<file path="src/rtl/seg_pkg.sv">
// Shared types and constants for the multiplexed 7-segment scan controller.
package seg_pkg;

  // Decoder input that renders all segments off.
  localparam logic [3:0] BLANK_CODE = 4'hF;

  typedef logic [3:0] bcd_t;

  typedef enum logic {
    StDead,
    StShow
  } scan_state_e;

endpackage

</file>
<file path="src/rtl/scan_prescaler.sv">
// Terminal-count tick generator; restarts from zero after every tick so each new
// state begins counting against its own terminal value.
module scan_prescaler #(
  parameter int unsigned Width = 1
) (
  input  logic             clk,
  input  logic             rst_n,
  input  logic [Width-1:0] term,
  output logic             tick
);

  logic [Width-1:0] cnt_q, cnt_d;

  always_comb begin
    tick  = (cnt_q == term);
    cnt_d = tick ? '0 : cnt_q + Width'(1);
  end

  always_ff @(posedge clk or negedge rst_n) begin
    if (!rst_n) begin
      cnt_q <= '0;
    end else begin
      cnt_q <= cnt_d;
    end
  end

endmodule

</file>
<file path="src/rtl/seg_scan_ctrl.sv">
// Time-multiplexed digit scan for a shared BCD-to-7-segment decoder, with
// frame-aligned double buffering and optional leading-zero blanking.
module seg_scan_ctrl
  import seg_pkg::*;
#(
  parameter int unsigned NUM_DIGITS       = 4,
  parameter int unsigned PRESCALE         = 50000,
  parameter int unsigned DEAD_CYCLES      = 2,
  parameter bit          ANODE_ACTIVE_LOW = 1'b1
) (
  input  logic                    clk,
  input  logic                    rst_n,
  input  logic [4*NUM_DIGITS-1:0] bcd_in,
  input  logic                    load,
  input  logic                    lz_blank_en,
  output logic [3:0]              bcd_out,
  output logic [NUM_DIGITS-1:0]   digit_en,
  output logic                    load_ack
);

  localparam int unsigned IdxW   = $clog2(NUM_DIGITS);
  localparam int unsigned CntMax = ((PRESCALE > DEAD_CYCLES) ? PRESCALE : DEAD_CYCLES) - 1;
  localparam int unsigned CntW   = (CntMax > 0) ? $clog2(CntMax + 1) : 1;

  localparam logic [CntW-1:0]       ShowTerm = CntW'(PRESCALE - 1);
  localparam logic [CntW-1:0]       DeadTerm = CntW'((DEAD_CYCLES > 0) ? DEAD_CYCLES - 1 : 0);
  localparam logic [IdxW-1:0]       LastIdx  = IdxW'(NUM_DIGITS - 1);
  localparam logic [NUM_DIGITS-1:0] EnOff    = {NUM_DIGITS{ANODE_ACTIVE_LOW}};
  localparam scan_state_e           StReset  = (DEAD_CYCLES > 0) ? StDead : StShow;

  scan_state_e                 state_q, state_d;
  logic [IdxW-1:0]             idx_q, idx_d;
  bcd_t [NUM_DIGITS-1:0]       pend_q, pend_d;
  bcd_t [NUM_DIGITS-1:0]       act_q, act_d;
  logic                        pend_v_q, pend_v_d;
  logic                        tick;
  logic                        frame_start;
  logic [CntW-1:0]             term;
  logic                        zero_run;
  logic [NUM_DIGITS-1:0]       blank;
  logic [NUM_DIGITS-1:0]       digit_en_d;
  bcd_t                        bcd_out_d;
  logic                        load_ack_d;

  // The terminal value follows the current state, so a state change reloads the slot length.
  always_comb begin
    term = (state_q == StShow) ? ShowTerm : DeadTerm;
  end

  scan_prescaler #(
    .Width (CntW)
  ) u_prescaler (
    .clk   (clk),
    .rst_n (rst_n),
    .term  (term),
    .tick  (tick)
  );

  // State register, buffers and registered outputs.
  always_ff @(posedge clk or negedge rst_n) begin
    if (!rst_n) begin
      state_q  <= StReset;
      idx_q    <= '0;
      pend_q   <= '0;
      pend_v_q <= 1'b0;
      act_q    <= '0;
      bcd_out  <= BLANK_CODE;
      digit_en <= EnOff;
      load_ack <= 1'b0;
    end else begin
      state_q  <= state_d;
      idx_q    <= idx_d;
      pend_q   <= pend_d;
      pend_v_q <= pend_v_d;
      act_q    <= act_d;
      bcd_out  <= bcd_out_d;
      digit_en <= digit_en_d;
      load_ack <= load_ack_d;
    end
  end

  // Next-state: SHOW advances the digit index; DEAD keeps it.
  always_comb begin
    state_d = state_q;
    idx_d   = idx_q;
    if (tick) begin
      if (state_q == StShow) begin
        idx_d   = (idx_q == LastIdx) ? '0 : idx_q + IdxW'(1);
        state_d = (DEAD_CYCLES > 0) ? StDead : StShow;
      end else begin
        state_d = StShow;
      end
    end
  end

  // Pending data moves to the active buffer only as the idx-0 slot begins.
  always_comb begin
    frame_start = tick && (state_d == StShow) && (idx_d == '0);
    pend_d      = load ? bcd_t'(0) : bcd_t'(0);
    pend_d      = load ? bcd_in : pend_q;
    pend_v_d    = pend_v_q;
    if (load) begin
      pend_v_d = 1'b1;
    end else if (frame_start) begin
      pend_v_d = 1'b0;
    end
    act_d      = act_q;
    load_ack_d = 1'b0;
    if (frame_start && pend_v_q) begin
      act_d      = pend_q;
      load_ack_d = 1'b1;
    end
  end

  // Outputs are computed from next-state values so they move with the state registers.
  always_comb begin
    zero_run = 1'b1;
    blank    = '0;
    for (int i = NUM_DIGITS - 1; i >= 0; i--) begin
      zero_run = zero_run & (act_d[i] == 4'h0);
      blank[i] = lz_blank_en & zero_run & (i != 0);
    end
    digit_en_d = EnOff;
    bcd_out_d  = BLANK_CODE;
    if (state_d == StShow) begin
      digit_en_d = EnOff ^ (NUM_DIGITS'(1) << idx_d);
      bcd_out_d  = blank[idx_d] ? BLANK_CODE : act_d[idx_d];
    end
  end

endmodule

</file>
<file path="config.mk">
export PLATFORM = sky130hd
export DESIGN_NAME = seg_scan_ctrl
export DESIGN_NICKNAME = d
export VERILOG_FILES = /design/src/rtl/seg_pkg.sv /design/src/rtl/scan_prescaler.sv /design/src/rtl/seg_scan_ctrl.sv
export SDC_FILE = /design/constraint.sdc
export NUM_CORES = 1
export LEC_CHECK = 0
export BUFFER_PORTS_ARGS = -buffer_cell sky130_fd_sc_hd__buf_2
export CORE_UTILIZATION = 55
export CTS_BUF_LIST = sky130_fd_sc_hd__clkbuf_16
export CTS_CLUSTER_DIAMETER = 60
export CTS_CLUSTER_SIZE = 25
export DETAILED_ROUTE_END_ITERATION = 12
export PLACE_DENSITY = 0.82
export SETUP_SLACK_MARGIN = 0.3
export SYNTH_ARGS = -nofsm -noshare
export SYNTH_HDL_FRONTEND = slang
export SYNTH_HIERARCHICAL = 1
export SYNTH_SLANG_ARGS = --single-unit
</file>
<file path="constraint.sdc">
create_clock -name clk -period 3.8 [get_ports clk]
set_clock_uncertainty 0.05 [all_clocks]
set_input_delay 0.57 -clock clk [delete_from_list [all_inputs] [get_ports clk]]
set_output_delay 0.57 -clock clk [all_outputs]
set_load 0.03 [all_outputs]
</file>
======== After elaboration in Yosys (flattened, before gate mapping) ========
Index checks and enable logic that the tools add are counted.
operators by class
  equal/unequal tests ..................... 2
  shifts and indexed selects .............. 1
  reduce and logical (&&, ||, !) cells .... 8
  $lt $le $gt $ge ......................... 1
  muxes and demuxes ....................... 18
  add/subtract/negate cells ............... 2
  bitwise gates (word level) .............. 6
operators with widths
  cell                                                number
  two-way mux 16 bit                                  3
  adder 16 x 1 -> 16 bit, second input constant       1
  == test 16 bit                                      1
  two-way mux 4 bit                                   4
  logical NOT 4 bit                                   3
  binary-select mux 4 bit (select 2 bit)              1
  two-way mux 1 bit                                   6
  two-way mux 2 bit                                   3
  bitwise AND 1 bit                                   5
  NOT 4 bit                                           1
  left shift 1 x 2 -> 4 bit, first input constant     1
  logical AND 1 bit                                   3
  < comparator 2 x 3 -> 1 bit, second input constant  1
  adder 2 x 1 -> 2 bit, second input constant         1
  binary-select mux 1 bit (select 2 bit)              1
  == test 2 bit, second input constant                1
  logical NOT 2 bit                                   1
  nonzero test 2 bit                                  1
word-level totals
  logic and storage cells ................. 53
  output and inout port bits .............. 9
  bits in registers ....................... 61
  bits of input ports ..................... 20

======== Depth between registers and ports, before layout ========
Gate-level depths: netlist of run 1.
  depth after elaboration ................. 16
  gate-level depth with buffers ........... 12
  depth with buffers taken out ............ 9

======== Hierarchy ========
Netlist of run 1, hierarchy kept.
by module, submodules not included
  module          sequential area each (um^2)  instances  area an instance (um^2)  cells each
  seg_scan_ctrl   1136.1                       1          1994.4                   139
  scan_prescaler  400.4                        1          947.2                    98

======== Worst setup path before layout of run 1 ========
Ideal clock, no wire load.
  path kind ............................... register -> register
  start point ............................. register state_q
  end point ............................... register act_q[10] in the netlist's numbering
  buffers on the path ..................... 4
  required time ........................... 3.625 ns
  setup time .............................. 0.125 ns
  clock period less this slack ............ 2.827 ns
  stages on the path, launching flop included .. 11
  data arrival time ....................... 2.651 ns
  slack ................................... 0.973 ns
  cell sequence ........................... dfrtp_1 xnor2_1 nand4_1 nor4_4 buf_6 and4_4 buf_6 o21a_4 buf_6 buf_6 mux2_4
RTL lines
  what                    line                 source
  from (decl)             seg_scan_ctrl.sv:31  scan_state_e state_q, state_d;
  from (signal assigned)  seg_scan_ctrl.sv:62  state_q <= StReset;
  from (signal assigned)  seg_scan_ctrl.sv:71  state_q <= state_d;
  to (signal assigned)    seg_scan_ctrl.sv:75  act_q <= act_d;
  to (decl)               seg_scan_ctrl.sv:34  bcd_t [NUM_DIGITS-1:0] act_q, act_d;

======== Worst setup path after layout of run 1 ========
  start point ............................. register state_q
  end point ............................... register bcd_out[0]
on the way
  word-level cells in the longest chain between the ends .. 15
  elaborated cells on any way between the ends .. 25
  classes of those cells .................. 1 x eq/ne; 12 x mux; 5 x bitwise; 7 x reduce/logical
ends and longest elaborated chain
  what                                                    line                  source
  two-way mux 16 bit *                                    seg_scan_ctrl.sv:47   term = (state_q == StShow) ? ShowTerm : DeadTerm;
  == test 16 bit *                                        scan_prescaler.sv:15  tick = (cnt_q == term);
  named net tick                                          seg_scan_ctrl.sv:36   logic tick;
  two-way mux 2 bit or two-way mux 1 bit (tied branches)  seg_scan_ctrl.sv:86   if (tick) begin
  logical NOT 2 bit or logical AND 1 bit (tied branches)  seg_scan_ctrl.sv:98   frame_start = tick && (state_d == StShow) && (idx_d == '0);
  logical AND 1 bit                                       seg_scan_ctrl.sv:98
  logical AND 1 bit                                       seg_scan_ctrl.sv:109  if (frame_start && pend_v_q) begin
  two-way mux 16 bit                                      seg_scan_ctrl.sv:109
  logical NOT 4 bit                                       seg_scan_ctrl.sv:120  zero_run = zero_run & (act_d[i] == 4'h0);
  bitwise AND 1 bit (2 in series)                         seg_scan_ctrl.sv:120
  bitwise AND 1 bit                                       seg_scan_ctrl.sv:121  blank[i] = lz_blank_en & zero_run & (i != 0);
  binary-select mux 1 bit (select 2 bit)                  seg_scan_ctrl.sv:127  bcd_out_d = blank[idx_d] ? BLANK_CODE : act_d[idx_d];
  two-way mux 1 bit (implied by the code)                 seg_scan_ctrl.sv:127
  two-way mux 4 bit                                       seg_scan_ctrl.sv:127
  two-way mux 4 bit *                                     seg_scan_ctrl.sv:125  if (state_d == StShow) begin
  named net bcd_out_d[0]                                  seg_scan_ctrl.sv:42   bcd_t bcd_out_d;
  to (signal assigned)                                    seg_scan_ctrl.sv:76   bcd_out <= bcd_out_d;
  to (decl)                                               seg_scan_ctrl.sv:16   output logic [3:0] bcd_out,
Mark *: on every way through the listed nets, which the timed path passes. The rest lies on a longest branch. The select of a mux whose other input is x is not followed.
A chain may end at the register's enable or synchronous reset.

==> flow_summary.yaml, run 1 <==
setup_path:
  crit_type: "reg -> reg"
  worstSetupStartpointType: "register"
  cp_data_required_time_ns: 3.98
  cp_max_fo: 22
  end_kind: "register"
  worstPathArrival_ns: 3.35
finish:
  drive_gt1_share_pct: 24.5
  syn_to_final_growth_pct: 15.4
  num_antenna_cells: 0
  seqCellArea_mm2: 0.00154
  nNetsFinal: 295
  fin_cells: 348
  multi_input_area_mm2: 0.00131
  fin_util_pct: 66.1
  fill_cells: 397
  stdcell_area_mm2: 0.00340
synthesis:
  syn_area_per_cell_um2: 12.4
  synthDistinctLibCells: 42
  synth_edf_count: 0
  synthTopCellsByCount: "53 x dfrtp_1, 27 x xnor2_1, 19 x mux2_1"
  yosys.area.top_type: "dfrtp_1"
  ys_ff_latch: 61
  synth.most_common_cell: "dfrtp_1"
  synthCells: 237
  ys_seq_area_share_pct: 52.2
  ys_warn_count: 6
  synth_flop_cell: "dfrtp_1"
  async_flop_share_pct: 100
  synth_top_cells_by_area: "dfrtp_1 45%, xnor2_1 8.0%, mux2_1 7.3%"
  netlist.area_leader.share_pct: 45.1
  syn_area_mm2: 0.00294
floorplanning:
  std_cell_rows: 26
  fp.dieW_um: 75.1
  core_area_mm2: 0.00514
  ioPinCount: 29
  die_y_um: 75.1
  initial_utilization_pct: 57.2
  die-area_mm2: 0.00564
sta:
  clock.fmax_mhz: 315
  period_minus_slack_ns: 3.17
  max_slew.worst_pin.slew_ns: 0.866
  period_share_pct: 83.5
  rsz0062_at_grt: "no"
  tns_ns: 0
  maxSlewViolCount: 0
  fin_ws_ns: 0.627
  timing.hold.ws_ns: 0.313
  finalSetupViolations: 0
  slew_headroom_pct: 42.3
  report.final.hold_viol_count: 0
clocking:
  clock-root-buffer: "clkbuf_16"
  clock_sinks: 61
  holdBufCountCts: 0
  cts.clk_slew.worst_paths_ns: 0.05
  post_cts_buffers: 0
  numCtsBuffers: 9
  post_cts_resized: 0
  insertion_delay_ns: 0.32
  cts-htree-levels: 3
  cts_buffer_depth: 2
  cts_tree: "built"
placed_design:
  place.gp.congestion: 0.843
  portBuffers: 28
  dp_cells: 332
  dp_slack_ns: 0.643
  dp_hpwl_um: 3740
  placed_area_mm2: 0.00313
detailed_routing:
  postRouteAntennaNets: 0
  firstDrtPassIters: 4
  drtIter0Drc: 105
  wl_per_cell_um: 15.6
  drc_errors: 0
  via_count: 1893
  finalWirelength_um: 5440
  via_per_inst: 5.44
power_and_ir_drop:
  max-vdd-ir-drop_uv: 382
  p_leak_nw: 1.52
  pwr_density_cell_mw_per_mm2: 483
  power.total_mw: 1.64
global_routing:
  grt_usage_pct: 22.4
  grt_pass1_vias: 1896
  antenna_found_initial: 0
  grt-ovfl-total: 0
  grt_first_pass_wirelength_um: 9010
  grt_max_degree: 42
outcome:
  status: "finished clean"
job:
  maxCapViolations: 0
worst_hold_path:
  hold_path_class: "in -> async"
## path summary, 6_finish.rpt
kind                                   endpoint  slack [ns]  depth (start not counted)       from
min reg2reg                            pend_v_q        0.43                          1   pend_v_q
min                        u_prescaler/cnt_q[3]        0.31                          1      rst_n
max in group asynchronous           digit_en[1]        2.54                          2      rst_n
min in group clk                      pend_q[6]        0.41                          2  bcd_in[6]
max                                  bcd_out[0]        0.63                          9    state_q
max reg2reg                          bcd_out[0]        0.63                          9    state_q
## layout by cell type (no fill, tap or decap), types with 2 or more instances in the layout
master	n
o211ai_1	3
nor4_1	7
nand3_1	7
buf_2	28
conb_1	8
clkinv_1	2
mux2_4	9
or4_1	2
nand4_1	9
buf_4	2
xnor2_1	27
inv_1	9
o2111ai_1	4
ha_1	2
mux4_1	3
mux2_1	19
clkbuf_16	9
dfrtp_1	53
nand2_1	14
clkinv_2	2
o21ai_1	2
xor2_1	5
nor2_1	17
clkinvlp_4	2
dfstp_2	8
mux2i_1	4
nor3_1	4
## registers in the layout, indices dropped and copies added (netlist names)
register / count
digit_en: 4
u_prescaler/cnt_q: 16
pend_q: 16
pend_v_q: 1
load_ack: 1
act_q: 16
bcd_out: 4
state_q: 1
idx_q: 2
## area by class of cell
type,count,share of cell area (%)
sequential,61,45.2
clock buffer,9,6.63
tap,70,2.58
timing repair buffer,30,4.57
inverter,10,1.11
clock inverter,7,1.22
multi-input combinational,161,38.7
## report_power, final
group | leakage [nW] | internal (mW) | switching (mW)
sequential | 0.761 | 0.703 | 0.0797
combinational | 0.631 | 0.0730 | 0.0679
clock | 0.127 | 0.435 | 0.282
## cell families (layout without fill, tap and decap cells)
kind of cell / after synthesis / after routing / synth area share [%]
mux: 36 / 36 / 16.3
xor+xnor: 32 / 32 / 9.53
other cells: 2 / 8 / 0.255
buf+inv: 21 / 56 / 3.91
flops: 61 / 61 / 52.2
simple gates: 67 / 67 / 12.0
compound gates: 16 / 16 / 4.89
fa+ha+maj: 2 / 2 / 0.851
## layer usage
metal	GRT usage (%)	wire length, um
met1	28.9	2430
met5	0	0
met3	8.03	216
met4	9.26	141
met2	34.5	2650
## worst max-delay path, cell delays in order (launching register included)
cell and delay [ns]:
dfrtp_1 0.68, xnor2_1 0.20, nand4_1 0.19, nor4_4 0.50
ha_1 0.25, and2_1 0.19, o21a_4 0.38, o221ai_1 0.25
a31oi_4 0.23, o2111ai_1 0.15
No activity file was read; power rests on OpenSTA's default activity.
==> run 2: changes to the inputs <==
--- a/config.mk
+++ b/config.mk
@@ -5,8 +5,9 @@
 export SDC_FILE = /design/constraint.sdc
 export NUM_CORES = 1
 export LEC_CHECK = 0
+export ABC_AREA = 1
 export BUFFER_PORTS_ARGS = -buffer_cell sky130_fd_sc_hd__buf_2
-export CORE_UTILIZATION = 55
+export CORE_UTILIZATION = 53
 export CTS_BUF_LIST = sky130_fd_sc_hd__clkbuf_16
 export CTS_CLUSTER_DIAMETER = 60
 export CTS_CLUSTER_SIZE = 25
==> constraint.sdc (replaced) <==
create_clock -name clk -period 2.7 [get_ports clk]
set_clock_uncertainty 0.05 [all_clocks]
set_input_delay 0.405 -clock clk [delete_from_list [all_inputs] [get_ports clk]]
set_output_delay 0.405 -clock clk [all_outputs]
set_load 0.03 [all_outputs]
==> run 2 against run 1 <==
Net effect:
- the flow now finishes with violations (setup timing)
- register-to-register slack worse by 0.69 ns
- critical path depth grew 5
- highest routed layer unchanged
- sequential share of layout area down 7.4 points
- non-clock buffer count grew 20
- global-route usage grew 4.1 points
- die area up 10%
- cell area is 20% higher
- wire length rose by 50%
- critical endpoint unchanged
- largest power group is now the clock network
- first-iteration DRC count rose by 130%
- worst hold slack worse by 0.28 ns
==> flow_summary.yaml, run 2 <==
sta:
  clock.fmax_mhz: 362
  finalSetupViolations: 4
  timing.hold.ws_ns: 0.0285
  report.final.hold_viol_count: 0
  rsz0062_at_grt: "yes"
  fin_ws_ns: -0.0651
  period_minus_slack_ns: 2.77
  period_share_pct: 102
  tns_ns: -0.249
  maxSlewViolCount: 0
placed_design:
  placed_area_mm2: 0.00341
  dp_slack_ns: -0.0392
  place.gp.congestion: 0.999
  dp_hpwl_um: 4370
  portBuffers: 28
synthesis:
  ys_seq_area_share_pct: 49.0
  ys_warn_count: 6
  synthDistinctLibCells: 30
  synthCells: 412
  async_flop_share_pct: 100
  synth_top_cells_by_area: "dfrtp_1 42%, nand2_1 20%, dfstp_2 6.7%"
  syn_area_mm2: 0.00314
  ys_ff_latch: 61
  netlist.area_leader.share_pct: 42.3
  yosys.area.top_type: "dfrtp_1"
  synth_flop_cell: "dfrtp_1"
  synthTopCellsByCount: "169 x nand2_1, 55 x inv_1, 53 x dfrtp_1"
  synth_edf_count: 0
  syn_area_per_cell_um2: 7.61
  synth.most_common_cell: "nand2_1"
floorplanning:
  die_y_um: 78.9
  ioPinCount: 29
  fp.dieW_um: 78.9
  core_area_mm2: 0.00561
  std_cell_rows: 27
  initial_utilization_pct: 55.9
  die-area_mm2: 0.00623
clocking:
  cts_tree: "built"
  cts.clk_slew.worst_paths_ns: 0.05
  numCtsBuffers: 9
  cts_buffer_depth: 2
  cts-htree-levels: 3
  clock_sinks: 61
  clock-root-buffer: "clkbuf_16"
  insertion_delay_ns: 0.33
finish:
  drive_gt1_share_pct: 24.9
  num_antenna_cells: 0
  syn_to_final_growth_pct: 29.6
  layout_common_cells: "157 x nand2_1, 55 x inv_1, 52 x dfrtp_1"
  stdcell_area_mm2: 0.00406
  fin_util_pct: 72.5
  nNetsFinal: 499
  final_common_cell: "nand2_1"
  top_regs: "act_q (16), pend_q (16), u_prescaler/cnt_q (16)"
setup_path:
  crit_type: "reg -> reg"
  worstSetupStartpointType: "register"
  ff2ff_path_depth: 14
  worstPathArrival_ns: 2.99
  ff2ff_setup_slack_ns: -0.07
  end_kind: "register"
  cp_max_fo: 10
  cp_data_required_time_ns: 2.92
global_routing:
  grt_max_degree: 62
  antenna_found_initial: 0
  grt-ovfl-total: 0
  grt_usage_pct: 26.5
  grt_first_pass_wirelength_um: 12300
  grt_pass1_vias: 2717
power_and_ir_drop:
  p_leak_nw: 2.10
  p_clk_share_pct: 54.1
  switching_share_pct: 21.6
  power_frac_seq_pct: 42.3
  pwr_density_cell_mw_per_mm2: 555
  internal_power_mw: 1.77
  power.switching_uw: 486
  comb_power_share_pct: 3.6
  max-vdd-ir-drop_uv: 394
detailed_routing:
  postRouteAntennaNets: 0
  drtIter0Drc: 244
  via_per_inst: 5.22
  wl_per_cell_um: 14.7
  finalWirelength_um: 8140
  via_count: 2892
  firstDrtPassIters: 6
  drc_errors: 0
outcome:
  status: "finished with violations"
  violations: "setup timing"
worst_hold_path:
  hold_path_class: "in -> async"
job:
  maxCapViolations: 0
-- run 2: critical path, cell delays in order, from the launching register on --
cell     delay, ns
dfrtp_2       0.43
buf_12        0.14
nand2_2       0.05
nand2_1       0.05
nor2_1        0.11
nand2_1       0.11
nor2_4        0.13
and2_4        0.18
ha_1          0.39
nand3_4       0.28
o21ai_4       0.27
nand3_2       0.11
nor2_4        0.18
nand3_4       0.13
nand2_2       0.09
-- run 2: metrics by stage --
stage                     power, mW  std cells
after floorplan                1.00        425
after global placement         1.04        521
after detailed placement       1.05        521
after CTS                      2.25        549
after global routing           2.32        554
final                          2.25        554
-- run 2: cell type report --
class / instances / area [um2]
inverter: 59 / 224
fill: 402 / 1540
sequential: 61 / 1540
multi-input combinational: 296 / 1560
clock buffer: 9 / 225
clock inverter: 7 / 91.3
tap: 72 / 90.1
timing repair buffer: 50 / 338
-- run 2: worst paths after layout --
| kind | from | end |
|---|---|---|
| worst min register to register | pend_q[9] | pend_q[9] |
| worst min-delay path | rst_n | act_q[0] |
| worst max register to register | state_q | bcd_out[0] |
| min in group clk | bcd_in[12] | pend_q[12] |
| worst max-delay path | state_q | bcd_out[0] |
| max in group asynchronous | rst_n | digit_en[2] |
-- run 2: cells by family after synthesis --
family                   count (synthesis)  share of synthesized area [%]
adder cells (fa/ha/maj)                  2                          0.798
AND/OR/NAND/NOR                        233                           31.8
AO/OA/AOI/OAI                           35                           6.30
flip-flops                              61                           49.0
buffers and inverters                   70                           9.34
XOR/XNOR                                 9                           2.51
other                                    2                          0.240
-- run 2: power by group through the flow --
stage               sequential (mW)  combinational (mW)  clock (mW)
floorplan                     0.963              0.0368           0
global placement              0.965              0.0782           0
detailed placement            0.966              0.0807           0
CTS                           0.952              0.0823        1.22
global route                  0.954              0.0955        1.27
finish                        0.953              0.0816        1.22
-- run 2: timing repair --
| item | 4_1_cts | 5_1_grt |
|---|---|---|
| hold buffers | 0 | 0 |
| endpoints found under the setup margin | 6 | 14 |
| pin swaps | 12 | 29 |
| gates cloned | 2 | 0 |
| gates resized for setup | 22 | 25 |
| buffers inserted | 10 | 5 |
| hold endpoints to repair | 0 | 0 |
-- run 2: metal layers --
layer,up-vias,track usage [%],part of all wire [%]
met5,-,0,0
met4,0,14.2,5.2
met3,44,7.82,6.5
met2,145,46.0,50
met1,1330,29.1,38
li1,1373,-,-
